**config.mk**
```make
export PLATFORM = sky130hd
export DESIGN_NAME = image_pipe_buf
export DESIGN_NICKNAME = d
export VERILOG_FILES = /design/src/rtl/image_pipe_buf.sv
export SDC_FILE = /design/constraint.sdc
export NUM_CORES = 1
export LEC_CHECK = 0
export CAP_MARGIN = 40
export CORE_MARGIN = 10
export CORE_UTILIZATION = 60
export CTS_CLUSTER_DIAMETER = 60
export CTS_CLUSTER_SIZE = 10
export DETAILED_ROUTE_END_ITERATION = 16
export PLACE_DENSITY = 0.9
export SLEW_MARGIN = 20
export SYNTH_ARGS = -nofsm -noshare
export SYNTH_HDL_FRONTEND = slang
export SYNTH_SLANG_ARGS = --single-unit
```
**constraint.sdc**
```tcl
create_clock -name clk -period 5.9 [get_ports clk]
set_input_delay 0.885 -clock clk [delete_from_list [all_inputs] [get_ports clk]]
set_output_delay 0.885 -clock clk [all_outputs]
set_load 0.05 [all_outputs]
```
**src/rtl/image_pipe_buf.sv**
```systemverilog
// Elastic buffer for the valid/end/busy image stream: circular store, registered output,
// advisory busy threshold, sticky overflow. Define IMAGE_PIPE_BUF_STATS_EN for the frame counter.
module image_pipe_buf #(
   parameter int DW      = 32,
   parameter int DEPTH   = 16,
   parameter int BUSY_TH = DEPTH - 4
) (
   input  logic                     clk,
   input  logic                     rst,
   input  logic [DW-1:0]            is_data_in,
   input  logic                     is_valid_in,
   input  logic                     is_end_in,
   output logic                     is_busy_out,
   output logic [DW-1:0]            im_data_out,
   output logic                     im_valid_out,
   output logic                     im_end_out,
   input  logic                     im_busy_in,
   output logic [$clog2(DEPTH):0]   fill_level,
   output logic                     ovf_err,
   output logic [15:0]              frame_cnt
);

   localparam int AW = $clog2(DEPTH);
   localparam int CW = AW + 1;

   typedef struct packed {
      logic          last;
      logic [DW-1:0] data;
   } entry_t;

   entry_t          mem [DEPTH];
   entry_t          head;
   logic [AW-1:0]   wr_ptr;
   logic [AW-1:0]   rd_ptr;
   logic [CW-1:0]   count;
   logic [CW-1:0]   count_next;
   logic            pop;
   logic            push;

   assign head = mem[rd_ptr];

   // A full buffer still accepts a word when the head leaves on the same edge.
   always_comb begin
      // NOTE: every always_comb output gets a default first so no path can infer a latch.
      count_next = count;
      pop        = (count != '0) && !im_busy_in;
      push       = is_valid_in && ((count != CW'(DEPTH)) || pop);
      if (push && !pop)
         count_next = count + 1'b1;
      else if (pop && !push)
         count_next = count - 1'b1;
   end

   // NOTE: storage has no reset; contents are don't-care until count covers them.
   always_ff @(posedge clk) begin
      if (push)
         mem[wr_ptr] <= '{last: is_end_in, data: is_data_in};
   end

   // NOTE: sequential state uses non-blocking assignments so all registers update together.
   always_ff @(posedge clk or posedge rst) begin
      if (rst) begin
         wr_ptr      <= '0;
         rd_ptr      <= '0;
         count       <= '0;
         is_busy_out <= 1'b0;
         ovf_err     <= 1'b0;
      end else begin
         if (push)
            wr_ptr <= wr_ptr + 1'b1;
         if (pop)
            rd_ptr <= rd_ptr + 1'b1;
         if (is_valid_in && !push)
            ovf_err <= 1'b1;
         count       <= count_next;
         is_busy_out <= (count_next >= CW'(BUSY_TH));
      end
   end

   // Output register: data holds its last value whenever no word is presented.
   always_ff @(posedge clk or posedge rst) begin
      if (rst) begin
         im_data_out  <= '0;
         im_valid_out <= 1'b0;
         im_end_out   <= 1'b0;
      end else if (pop) begin
         im_data_out  <= head.data;
         im_valid_out <= 1'b1;
         im_end_out   <= head.last;
      end else begin
         im_valid_out <= 1'b0;
         im_end_out   <= 1'b0;
      end
   end

   assign fill_level = count;

`ifdef IMAGE_PIPE_BUF_STATS_EN
   logic [15:0] frame_q;

   always_ff @(posedge clk or posedge rst) begin
      if (rst)
         frame_q <= '0;
      else if (pop && head.last)
         frame_q <= frame_q + 16'd1;
   end

   assign frame_cnt = frame_q;
`else
   assign frame_cnt = '0;
`endif

endmodule

```
==> summary.md <==
| Metric | Value |
|---|---|
| CTS resizes | `0` |
| Endpoint class of the critical path | `register` |
| GRT overflow | `0` |
| TritonCTS Buffers | `68` |
| Largest stage delay on the critical path | `0.55 ns` |
| Port bufs | `77` |
| Area leader, netlist | `edfxtp_1` |
| Slew HR | `46.2%` |
| Synth top area share | `71.8%` |
| Die width | `212 um` |
| Max cap viols | `0` |
| Die height | `212 um` |
| Post-synthesis cell count | `995` |
| Slew @ Worst Pin | `0.807 ns` |
| Place WS | `2.15 ns` |
| Layout cells sized above 1 | `22.6%` |
| Worst Setup Start Kind | `register` |
| Fin crit share | `56.8%` |
| TritonCTS clock tree | `built` |
| CP cell instances | `inv_1 -> ha_1 -> or3b_1 -> o21a_1 -> nand2_1 -> nor3_2 -> buf_4` |
| Vias in the first global route | `11823` |
| Layout area overhead | `15.7%` |
| Reg-to-Reg End | `mem[2][15]` |
| Mapped Area | `22100 um^2` |
| Final setup violation count | `0` |
| Fin worst setup slack | `2.55 ns` |
| Root Driver | `clkbuf_16` |
| Peak VDD IR | `276 uV` |
| Crit path DAT | `3.54 ns` |
| Synth top area cells | `edfxtp_1, mux4_2, dfrtp_1` |
| Core area | `36400 um^2` |
| Unique masters post-synth | `40` |
| HP Start | `ovf_err` |
| Final hold vios | `0` |
| Kind of critical path | `reg2reg` |
| Flops & latches, synth | `577` |
| Clock slew at reported path FFs | `0.06 ns` |
| DRT Pass-1 Iters | `5` |
| ANT nets after route | `0` |
| Global-route wire length before repair | `79800 um` |
| Crit path max fanout | `27` |
| Gr usage total | `24.3%` |
| Most frequent cells in the layout | `edfxtp_1, mux4_2, clkdlybuf4s50_1` |
| GPL Wtd Cong | `0.802` |
| DIE AREA | `44900 um^2` |
| # Post-CTS Setup Buffers | `0` |
| Pwr per Cell Area | `508 nW/um^2` |
| Post-synthesis sequential area ratio | `77.4%` |
| Number of diodes | `0` |
| Worst Hold Path Cells | `1` |
| RSZ-0062 raised after global routing | `no` |
| Avg Cell Area, Syn | `22.2 um^2` |
| Num rows | `70` |
| DRC violations left | `0` |
| Final critical-path required period | `3.35 ns` |
| Post-DR vias/cell | `6.78` |
| HPWL after DPL | `27400 um` |
| Worst-Skew Late Latency | `0.56 ns` |
| Yosys warning total | `0` |
| Cts hold-fix bufs | `0` |
| Status | `completed` |
| Avg WL per Cell | `32.6 um` |
| Commonest non-fill, non-tap cell in the layout | `edfxtp_1` |
| CTS Buffer Depth | `3` |
| Initial DRC count | `1632` |
| WP data required | `6.10 ns` |
| Largest net degree at the start of global routing | `72` |
| Reg-to-Reg Start | `fill_level[0]` |
| Slowest-stage cell, CP | `buf_4` |
| Clk_skew | `0.0214 ns` |
| Setup_tns | `0 ns` |
| R2r setup slk | `2.55 ns` |
| Io pins | `94` |
| Lkg Pwr | `0.00840 uW` |
| Clk sinks | `577` |
| Final #Nets | `1159` |
| WL final | `53200 um` |
| Starting density of the core | `60.6%` |
| Hold Path Class | `reg2reg` |
| H-tree depth | `3` |
| R2R cell count | `7` |
| Initial antenna violation count | `0` |
| Fmax | `299 MHz` |
| Hold endpoint | `ovf_err` |
| Vias | `11052` |
| Final Max Tran Viols | `0` |
-- registers in the layout (all words and copies together) (netlist names) --
register / cells
fill_level: 5
mem: 528
ovf_err: 1
im_data_out: 32
is_busy_out: 1
rd_ptr: 4
im_end_out: 1
im_valid_out: 1
wr_ptr: 4
-- through the flow --
stage | instance area, um^2 | hold slack [ns] | total power, uW | utilization [%] | instances
global route | 25500 | 0.493 | 13400 | 70.1 | 1631
floorplan | 22100 | 0.546 | 7970 | - | 1010
global placement | 23400 | 0.472 | 8900 | 64.1 | 1503
finish | 25500 | 0.471 | 13000 | 70.1 | 1631
CTS | 25500 | 0.476 | 13000 | 70.0 | 1628
detailed placement | 23500 | 0.461 | 9100 | 64.6 | 1510
-- worst max-delay path by stage --
stage	start	endpoint	slack [ns]	cells after the start
2_1_floorplan	fill_level[0]	mem[3][0]	1.28	8
3_3_place_gp	is_valid_in	mem[15][23]	2.26	4
3_5_place_dp	is_valid_in	mem[9][1]	2.15	5
4_1_cts	fill_level[0]	mem[9][5]	2.54	7
5_1_grt	fill_level[0]	mem[2][16]	2.40	7
6_report	fill_level[0]	mem[2][15]	2.55	7
-- power breakdown --
part	switching, uW	internal (uW)
Combinational	2150	1590
Sequential	427	5020
Clock	1560	2230
Total	4140	8840
-- cell families after synthesis --
logic type / synth area share (%)
AO/OA/AOI/OAI: 1.76
XOR/XNOR: 0.357
adder cells (fa/ha/maj): 0.397
buffers and inverters: 1.94
flip-flops: 77.4
multiplexers: 16.5
other: 0.0170
AND/OR/NAND/NOR: 1.60
-- final cells by class --
class,count,area (um^2)
Sequential cell,577,17100
Fill cell,1930,10900
Multi-Input combinational cell,354,4730
Tap cell,468,586
Inverter,9,33.8
Clock inverter,3,25.0
Clock buffer,115,1940
Timing Repair Buffer,105,1140
-- Yosys cell counts (all sizes together) --
cell / number
o32ai: 1
mux2i: 64
a21o: 1
o21bai: 1
or3: 4
conb: 1
nor2: 12
inv: 9
nor3: 4
and2: 2
o32a: 1
nand4: 3
a21oi: 2
clkbuf: 19
o21ai: 4
o22ai: 1
nand2: 47
a22oi: 1
o21a: 2
edfxtp: 528
dfrtp: 49
xnor2: 7
o221ai: 32
xor2: 2
mux4: 133
or3b: 1
nor4b: 1
buf: 51
nand2b: 2
ha: 7
mux2: 1
nand3: 2
-- routing by layer --
metal,up-vias,global-route usage (%),share of wire (%)
met4,0,9.15,2.9
met5,-,0,0
met2,884,40.1,51
met1,5706,32.1,36
met3,124,4.19,10
li1,4338,-,-
-- worst max-delay path: cells and delay by family, from the launching register on --
family	cells	cell delay, ns
AO/OA/AOI/OAI	1	0.48
adder cells (fa/ha/maj)	1	0.23
buffers and inverters	2	0.64
flip-flops	1	0.39
AND/OR/NAND/NOR	3	1.23
No activity file was read; power rests on OpenSTA's default activity.
